$ cat config.mk
export PLATFORM = sky130hd
export DESIGN_NAME = fp32_div_multicycle
export DESIGN_NICKNAME = d
export VERILOG_FILES = /design/src/rtl/fp_pkg.sv /design/src/rtl/fp_mant_divider.sv /design/src/rtl/fp32_div_multicycle.sv
export SDC_FILE = /design/constraint.sdc
export NUM_CORES = 1
export LEC_CHECK = 0
export ABC_AREA = 1
export ABC_CLOCK_PERIOD_IN_PS = 3400
export CORE_MARGIN = 2
export CORE_UTILIZATION = 50
export DETAILED_ROUTE_END_ITERATION = 7
export DONT_BUFFER_PORTS = 1
export PLACE_DENSITY_LB_ADDON = 0.08
export SKIP_CTS_REPAIR_TIMING = 1
export SYNTH_ARGS = -nofsm -noshare
export SYNTH_HDL_FRONTEND = slang
export SYNTH_SLANG_ARGS = --single-unit
$ cat constraint.sdc
create_clock -name clk -period 3.4 [get_ports clk]
set_clock_uncertainty 0.2 [all_clocks]
set_input_delay 0.34 -clock clk [delete_from_list [all_inputs] [get_ports clk]]
set_output_delay 0.34 -clock clk [all_outputs]
set_load 0.03 [all_outputs]
$ cat src/rtl/fp_pkg.sv
// Shared FP32 definitions for the iterative divider.
// Holds the field widths and bias, the quotient width of the mantissa core,
// the controller state encoding, saturation constants and a field-unpack view
// of a packed single-precision word.
package fp_pkg;

   localparam int EXP_W = 8;
   localparam int MAN_W = 23;
   localparam int BIAS  = 127;
   localparam int QB    = MAN_W + 2;   // quotient bits produced by the core
   localparam int EW    = EXP_W + 2;   // signed exponent working width
   localparam int CNT_W = $clog2(QB);

   localparam logic signed [EW-1:0] EXP_MAX = EW'(2**EXP_W - 1);
   localparam logic signed [EW-1:0] BIAS_S  = EW'(BIAS);

   localparam logic [31:0] FP_POS_INF = 32'h7F80_0000;
   localparam logic [31:0] FP_ZERO    = 32'h0000_0000;

   typedef enum logic [1:0] {
      IDLE = 2'd0,
      CALC = 2'd1,
      NORM = 2'd2,
      DONE = 2'd3
   } state_t;

   typedef struct packed {
      logic             sign;
      logic [EXP_W-1:0] exp;
      logic [MAN_W-1:0] man;
   } fp32_t;

   // Zero means both exponent and mantissa fields clear; sign is ignored.
   function automatic logic is_zero(input fp32_t x);
      return (x.exp == '0) && (x.man == '0);
   endfunction

endpackage

$ cat src/rtl/fp_mant_divider.sv
// Restoring shift-subtract mantissa divider, one quotient bit per clock.
// Ports:
//   clk, rst   clock and asynchronous active-high reset
//   start      load operands and begin (ignored while busy is not checked;
//              the controller only pulses it from idle)
//   ma, mb     24-bit mantissas with the hidden one already attached
//   busy       iterations in progress
//   done       one-cycle pulse the clock after the final iteration
//   q          QB-bit quotient, MSB first, valid while done is high
module fp_mant_divider
   import fp_pkg::*;
(
   input  logic             clk,
   input  logic             rst,
   input  logic             start,
   input  logic [MAN_W:0]   ma,
   input  logic [MAN_W:0]   mb,
   output logic             busy,
   output logic             done,
   output logic [QB-1:0]    q
);

   // Remainder needs one bit above the divisor: after a shift it is < 2*mb.
   logic [QB-1:0]    rem;
   logic [CNT_W-1:0] cnt;
   logic [QB-1:0]    mb_ext;
   logic             ge;
   logic [QB-1:0]    diff;

   always_comb begin
      mb_ext = {1'b0, mb};
      ge     = (rem >= mb_ext);
      diff   = rem - mb_ext;
   end

   // cnt is a down-counter; terminal count zero marks the last quotient bit.
   always_ff @(posedge clk or posedge rst) begin
      if (rst) begin
         rem  <= '0;
         q    <= '0;
         cnt  <= '0;
         busy <= 1'b0;
         done <= 1'b0;
      end else begin
         done <= 1'b0;
         if (start) begin
            rem  <= {1'b0, ma};
            q    <= '0;
            cnt  <= CNT_W'(QB - 1);
            busy <= 1'b1;
         end else if (busy) begin
            if (ge) begin
               rem <= diff << 1;
               q   <= {q[QB-2:0], 1'b1};
            end else begin
               rem <= rem << 1;
               q   <= {q[QB-2:0], 1'b0};
            end
            if (cnt == '0) begin
               busy <= 1'b0;
               done <= 1'b1;
            end else begin
               cnt <= cnt - 1'b1;
            end
         end
      end
   end

endmodule

$ cat src/rtl/fp32_div_multicycle.sv
// Iterative FP32 divider: quotient = input_a / input_b, simplified format
// (implicit one, no denormals/NaN), truncating.
// Ports:
//   clk, rst                clock, asynchronous active-high reset
//   in_valid / in_ready     operand handshake; ready only while idle
//   input_a, input_b        dividend and divisor {sign, exp, man}
//   out_valid / out_ready   result handshake; result held until taken
//   quotient                registered result
//   overflow, underflow     saturated to signed infinity / flushed to signed zero
//   div_by_zero             divisor was zero (any sign)
//
// state | meaning
// IDLE  | waiting for operands, in_ready high
// CALC  | mantissa core iterating, one quotient bit per clock
// NORM  | exponent adjust, range check, load result registers
// DONE  | result presented (specials load it on the first DONE clock)
module fp32_div_multicycle
   import fp_pkg::*;
(
   input  logic        clk,
   input  logic        rst,
   input  logic        in_valid,
   output logic        in_ready,
   input  logic [31:0] input_a,
   input  logic [31:0] input_b,
   output logic        out_valid,
   input  logic        out_ready,
   output logic [31:0] quotient,
   output logic        overflow,
   output logic        underflow,
   output logic        div_by_zero
);

   state_t            state;
   fp32_t             a_in;
   fp32_t             b_in;
   logic              s_reg;
   logic [EXP_W-1:0]  ea_reg;
   logic [EXP_W-1:0]  eb_reg;
   logic              dbz_pend;
   logic              special_in;
   logic              core_start;
   logic              core_busy;
   logic              core_done;
   logic [QB-1:0]     q_core;
   logic signed [EW-1:0] e_calc;
   logic [MAN_W-1:0]  man_n;
   logic              e_ovf;
   logic              e_unf;

   always_comb begin
      a_in       = input_a;
      b_in       = input_b;
      special_in = is_zero(b_in) || is_zero(a_in);
      core_start = (state == IDLE) && in_valid && !special_in;
   end

   fp_mant_divider u_mant_div (
      .clk   (clk),
      .rst   (rst),
      .start (core_start),
      .ma    ({1'b1, a_in.man}),
      .mb    ({1'b1, b_in.man}),
      .busy  (core_busy),
      .done  (core_done),
      .q     (q_core)
   );

   // A quotient below 2^24 means the mantissa ratio was < 1: drop one from
   // the exponent and take the bits one position lower.
   always_comb begin
      e_calc = $signed({2'b00, ea_reg}) - $signed({2'b00, eb_reg}) + BIAS_S
               - $signed({{(EW-1){1'b0}}, ~q_core[QB-1]});
      man_n  = q_core[QB-1] ? q_core[QB-2:1] : q_core[QB-3:0];
      e_ovf  = (e_calc >= EXP_MAX);
      e_unf  = e_calc[EW-1] || (e_calc == '0);
   end

   always_ff @(posedge clk or posedge rst) begin
      if (rst) begin
         state       <= IDLE;
         in_ready    <= 1'b1;
         out_valid   <= 1'b0;
         quotient    <= FP_ZERO;
         overflow    <= 1'b0;
         underflow   <= 1'b0;
         div_by_zero <= 1'b0;
         s_reg       <= 1'b0;
         ea_reg      <= '0;
         eb_reg      <= '0;
         dbz_pend    <= 1'b0;
      end else begin
         case (state)
            IDLE: begin
               if (in_valid) begin
                  s_reg    <= a_in.sign ^ b_in.sign;
                  ea_reg   <= a_in.exp;
                  eb_reg   <= b_in.exp;
                  dbz_pend <= is_zero(b_in);
                  in_ready <= 1'b0;
                  state    <= special_in ? DONE : CALC;
               end
            end
            CALC: begin
               if (core_done && !core_busy) begin
                  state <= NORM;
               end
            end
            NORM: begin
               state     <= DONE;
               out_valid <= 1'b1;
               if (e_ovf) begin
                  overflow <= 1'b1;
                  quotient <= FP_POS_INF | {s_reg, 31'h0};
               end else if (e_unf) begin
                  underflow <= 1'b1;
                  quotient  <= {s_reg, 31'h0};
               end else begin
                  quotient <= {s_reg, e_calc[EXP_W-1:0], man_n};
               end
            end
            DONE: begin
               if (!out_valid) begin
                  // Only the special-case path arrives here without a result.
                  out_valid <= 1'b1;
                  if (dbz_pend) begin
                     div_by_zero <= 1'b1;
                     quotient    <= FP_POS_INF | {s_reg, 31'h0};
                  end else begin
                     quotient <= FP_ZERO;
                  end
               end else if (out_ready) begin
                  state       <= IDLE;
                  in_ready    <= 1'b1;
                  out_valid   <= 1'b0;
                  overflow    <= 1'b0;
                  underflow   <= 1'b0;
                  div_by_zero <= 1'b0;
               end
            end
            default: state <= IDLE;
         endcase
      end
   end

endmodule

==> results_dict.tcl, run 1 <==
set metrics [dict create \
    fillers 1458 \
    synth_warnings 0 \
    hold_slack_ns -0.00120 \
    cp.arrival_ns 3.64 \
    status "complete, but fails checks" \
    cts_inserted_buffers 17 \
    async_flop_share_pct 100 \
    wl_met1_mm 9.04 \
    slew_headroom_pct 29.2 \
    grt.overflow.total 0 \
    path_class "flip-flop to flip-flop" \
    worstMarginPinSlew_ns 1.06 \
    tritoncts "built" \
    grt_pass1_wl_mm 32.2 \
    synth.most_common_cell "nand2_1" \
    drc 0 \
    synth_common_cells "224 x nand2_1, 153 x inv_1, 113 x dfrtp_1" \
    root_buffer "clkbuf_16" \
    path_clk_slew_ns 0.06 \
    die_area_sq_um 16400 \
    synth_top_area_cell "dfrtp_1" \
    layout.nets 1180 \
    largest_reg_flops 32 \
    hold_viol_final 1 \
    wl_met3_mm 1.03 \
    synth-seq-cells 114 \
    antenna_found_initial 0 \
    rsz0062_at_grt "true" \
    grt_max_degree 43 \
    layout_setup_ws_ns -0.124 \
    post-route-period-util_pct 104 \
    synth_edf_count 0 \
    area_growth_pct 17.5 \
    topRoutingLayerUsed "met4" \
    routed-via-count 6946 \
    synthFlopType "dfrtp_1" \
    r2r_cells 21 \
    final_layout_size_suffix_gt1_share_pct 10.6 \
    min_period_ns 3.52 \
    start_util_pct 50.8 \
    detailed_place_hpwl_mm 14.1 \
    cts_sinks 114 \
    vias_per_cell 5.49 \
    wl_per_cell_um 16.0 \
    top_regs "quotient: 32 flops, u_mant_div.q: 25 flops, u_mant_div.rem: 25 flops" \
    ys_types 45 \
    num_rows 45 \
    synth_cells 1027 \
    min_path_cells 3 \
    setup_tns_ns -2.45 \
    min_path_type "input pin to flip-flop" \
    die_x_um 128 \
    violations "hold timing, setup timing" \
    place_congestion 0.937 \
    die_h_um 128 \
    timing.fmax_ghz 0.284 \
    synth-seq-area-share_pct 37.2 \
    setup_viol 26 \
    dr.pass1.iters 5 \
    synth_area_leaders "dfrtp_1 37%, nand2_1 11%, inv_1 7.5%" \
    clock_latency_ns 0.43 \
    ant_nets 0 \
    crit_fanout 7 \
    critical_path_required_ns 3.52 \
    drv_slew 0 \
    route.met2.wl_mm 9.83 \
    core_area_sq_um 15100 \
    synth.top_cell.area_share_pct 36.9 \
    ios 105 \
    avgSynthCellArea_sq_um 7.47 \
    grt_use_total_pct 24.6 \
    portBuffers 0 \
    syn_nets 1143 \
    worstSetupEndpointType "flip-flop" \
    grt_pass1_vias 6599 \
    clock_path_buffers 2 \
    drtIter0Drc 393 \
    regArea_sq_um 2850 \
    start_kind "flip-flop" \
    syn_area_sq_um 7670 \
    antennaDiodeCount 0 \
    htreeDepth 4 \
    multi_input_area_sq_um 4200 \
    wl_mm 20.2 \
    max_cap_viol_count 0 \
    max_flop_register "quotient" \
]
-- cell type report --
cell class,instances,area share [%]
repair buffers,53,5.56
clock buffers,18,4.76
well taps,188,2.61
multi-input cells,722,46.6
flip-flops and latches,114,31.7
clock inverters,14,2.23
inverters,156,6.56
-- stage by stage --
stage	std cells	cell area, sq um	util, %	setup WS (ns)
finish	1265	9020	59.8	-0.124
global route	1265	9020	59.8	-0.377
CTS	1237	8570	56.8	-0.144
detailed placement	1205	7940	52.6	-0.124
global placement	1205	7940	52.6	-0.0335
floorplan	1027	7680	-	0.0320
-- worst paths after layout --
| check | endpoint | slack (ns) | startpoint |
|---|---|---|---|
| worst max-delay path | quotient[7] | -0.12 | ea_reg[0] |
| worst min-delay path | u_mant_div.rem[3] | -0.001 | input_a[3] |
| worst max register to register | quotient[7] | -0.12 | ea_reg[0] |
| worst min register to register | ea_reg[6] | 0.29 | ea_reg[6] |
| max in group asynchronous | u_mant_div.q[9] | 1.75 | rst |
| min in group asynchronous | ea_reg[5] | 0.37 | rst |
-- cell usage in the layout, fill, tap and decap left out, drive strengths merged, types with 2 or more instances in the layout --
cell type,instances
nand3,88
xor2,18
nor2,42
o211ai,2
xnor2,13
dlygate4sd3,21
o22ai,28
buf,30
nor3,8
o21ai,99
nand3b,4
clkbuf,20
inv,157
a21o,4
nand2,234
o21bai,26
clkinvlp,3
nor4,7
fa,3
dfrtp,113
clkinv,6
nand4,23
a21oi,69
bufinv,4
ha,45
-- critical path, stage by stage, from the launching register on --
cell	delay [ns]
dfrtp_1	0.37
inv_1	0.06
ha_2	0.18
inv_2	0.05
fa_2	0.37
nand3_2	0.11
nand2_2	0.07
buf_4	0.14
nand2_1	0.05
nand2_1	0.07
ha_1	0.34
a21oi_1	0.23
or2_1	0.14
nand3_2	0.07
nand3b_1	0.17
nand2_2	0.12
inv_2	0.07
nand2_4	0.08
nand3_4	0.17
clkbuf_16	0.22
nand3_1	0.07
nand2_1	0.06
-- layer usage --
layer | GRT usage, % | up-vias
li1 | - | 3493
met1 | 31.7 | 3279
met2 | 41.2 | 149
met3 | 6.22 | 25
met4 | 6.79 | 0
met5 | 0 | -
-- logic make-up after synthesis --
kind of cell               Yosys count  share of synthesized area, %
DFF                                114                          37.2
and+or+nand+nor                    408                          23.9
xor gates and xnor gates            31                          3.54
buffers and inverters              192                          10.1
adders and majority gates           48                          8.12
AOI/OAI and AO/OA                  234                          17.2
Power of run 1 is not shown: default switching activity piles up to over one toggle a cycle in this logic, so the estimate is an artifact.
==> inputs of run 2 (changes only) <==
CAP_MARGIN = 0   (was default)
==> results of run 2 <==
No change in the layout: final DEF, timing and power equal those of run 1.
Power of run 2 is left out for the same reason.
==> inputs of run 3 (changes only) <==
SYNTH_HIERARCHICAL = 1   (was default)
==> run 3 against run 2 <==
The run still ends with hold timing, setup timing left. Clock-buffer cell count is 3 higher. Flip-flop and latch count unchanged. First-iteration DRC count is 8.9% higher. Die area grew 8.2%. Utilization increased by 0.42 points. Synthesized area up 8.4%.
==> results_dict.tcl, run 3 <==
set metrics [dict create \
    synth.top_cell.area_share_pct 34.0 \
    multi_input_area_sq_um 4830 \
    path_buf_inv 6 \
    synth_cells 1147 \
    status "complete, but fails checks" \
    holdCritStartpoint "input_a[13]" \
    synth_warnings 6 \
    r2r-end "quotient[22]" \
    cts_sinks 114 \
    worstSetupEndpointType "flip-flop" \
    wl_mm 23.1 \
    num_rows 47 \
    post-route-period-util_pct 103 \
    layout_setup_ws_ns -0.111 \
    min_path_type "input pin to flip-flop" \
    antenna_found_initial 0 \
    critical_path_required_ns 3.51 \
    tritoncts "built" \
    regArea_sq_um 2850 \
    crit_fanout 7 \
    ff2ff_setup_slack_ns -0.11 \
    mostFrequentLayoutCells "329 x nand2_1, 150 x inv_1, 113 x dfrtp_1, 71 x nand3_1, 68 x nor2_1" \
    r2r_start "ea_reg[0]" \
    fillers 1489 \
    ys_types 53 \
    clock_path_buffers 2 \
    drv_slew 0 \
    drc 0 \
    largest_reg_flops 32 \
    r2r_cells 21 \
    cpLargestDelayFamily "simple AND/OR/NAND/NOR gates" \
    portBuffers 0 \
    layout.nets 1322 \
    grt_pass1_vias 7573 \
    startpoint "ea_reg[0]" \
    ant_nets 0 \
    rsz0062_at_grt "true" \
    htreeDepth 4 \
    slew_headroom_pct 34.6 \
    fin_util_pct 60.2 \
    synth.most_common_cell "nand2_1" \
    grt_pass1_wl_mm 36.7 \
    syn_area_sq_um 8320 \
    die_x_um 133 \
    synth-seq-cells 114 \
    detailed_place_hpwl_mm 16.8 \
    grt_use_total_pct 26.1 \
    grt_max_degree 42 \
    routed-via-count 7704 \
    path_common_cell "inv_2" \
    synth-seq-area-share_pct 34.3 \
    path_clk_slew_ns 0.06 \
    grt.overflow.total 0 \
    avgSynthCellArea_sq_um 7.25 \
    critPathMaxStageDelay_ns 0.40 \
    async_flop_share_pct 100 \
    worstMarginPinSlew_ns 0.979 \
    ios 105 \
    max_cap_viol_count 0 \
    clock_latency_ns 0.42 \
    cts_inserted_buffers 17 \
    setup_tns_ns -2.38 \
    path_class "flip-flop to flip-flop" \
    timing.fmax_ghz 0.285 \
    root_buffer "clkbuf_16" \
    start_util_pct 50.7 \
    die_h_um 133 \
    die_area_sq_um 17700 \
    dr.pass1.iters 5 \
    wl_per_cell_um 16.1 \
    crit_chain "inv_2 -> ha_4 -> inv_2 -> fa_2 -> nand3_4 -> buf_4 -> nand3_1 -> nand2_2 -> ha_4 -> nand2_1 -> clkinv_1 -> o21ai_1 -> nand3_2 -> xor2_2 -> inv_2 -> nor3_4 -> nand3_4 -> nand2_8 -> clkinv_8 -> nand3_1 -> nand2_1" \
    area_growth_pct 18.6 \
    hold_slack_ns -0.00919 \
    start_kind "flip-flop" \
    cp.arrival_ns 3.62 \
    final_layout_size_suffix_gt1_share_pct 15.9 \
    synth_edf_count 0 \
    max_flop_register "quotient" \
    min_period_ns 3.51 \
    synthFlopType "dfrtp_1" \
    synth_common_cells "334 x nand2_1, 159 x inv_1, 113 x dfrtp_1" \
    cp.depth 21 \
    setup_viol 29 \
    drtIter0Drc 428 \
    violations "hold timing, setup timing" \
    synth_area_leaders "dfrtp_1 34%, nand2_1 15%, inv_1 7.2%" \
    antennaDiodeCount 0 \
    crit_path_end "quotient[22]" \
    final_common_cell "nand2_1" \
    core_area_sq_um 16400 \
    vias_per_cell 5.36 \
    hold_viol_final 2 \
    critPathSlowestCell "fa_2" \
    place_congestion 0.902 \
    synth_top_area_cell "dfrtp_1" \
    top_regs "quotient: 32 flops, u_mant_div/q: 25 flops, u_mant_div/rem: 25 flops" \
    min_path_cells 4 \
]
## run 3: cell count changes in the layout (fill, tap and decap cells not counted), sizes merged, moves of 8 or more
cell         change
nor3             +9
nor2            +32
o21bai          -21
nand3           +26
o21ai           -73
nor4             +8
dlygate4sd3     +18
a21oi            -8
mux2             +8
nand2          +130
## run 3: worst min-delay path: stages
cell,delay (ns)
nor2_1,0.03
nor2_1,0.10
nand2_1,0.06
nand2_1,0.05
## run 3: cells by family (layout without fill, tap and decap cells)
kind of cell	count (synthesis)	after routing	synth area share, %
AO/OA/AOI/OAI	131	131	9.13
buffers and inverters	201	271	10.2
other	1	2	0.0451
XOR/XNOR	18	18	1.89
flip-flops	114	114	34.3
adder cells (fa/ha/maj)	49	49	7.64
multiplexers	8	8	1.08
AND/OR/NAND/NOR	625	625	35.8
## run 3: layout make-up
cell class                 instances  area share [%]
multi-input combinational        833            48.9
timing repair buffer              70            6.57
inverter                         167            6.48
tap                              220            2.79
clock buffer                      21            4.87
clock inverter                    11            1.31
timing repair inverter             2           0.177
sequential                       114            28.9
## run 3: per-layer routing
layer,up-vias,track usage (%),part of all wire (%)
met5,-,0,0
met3,41,5.59,5.8
met2,231,43.1,47
met1,3583,34.4,45
li1,3849,-,-
met4,0,8.48,2.2
## run 3: worst min-delay path by stage
stage | to | slack (ns)
floorplan | s_reg | 0.25
global placement | u_mant_div/q[10] | 0.17
detailed placement | u_mant_div/q[14] | 0.17
CTS | u_mant_div/q[14] | -0.28
global route | u_mant_div/rem[13] | 0.02
finish | u_mant_div/rem[13] | -0.009
## run 3: stage by stage
step / setup slack (ns) / area (sq um) / hold slack, ns / std cells
final: -0.111 / 9870 / -0.00919 / 1438
after floorplan: 0.138 / 8320 / 0.254 / 1148
after global placement: 0.0371 / 8590 / 0.175 / 1358
after CTS: -0.0381 / 9200 / -0.278 / 1390
after detailed placement: 0.0303 / 8590 / 0.170 / 1358
after global routing: -0.278 / 9870 / 0.0182 / 1438
Power of run 3 is left out for the same reason.
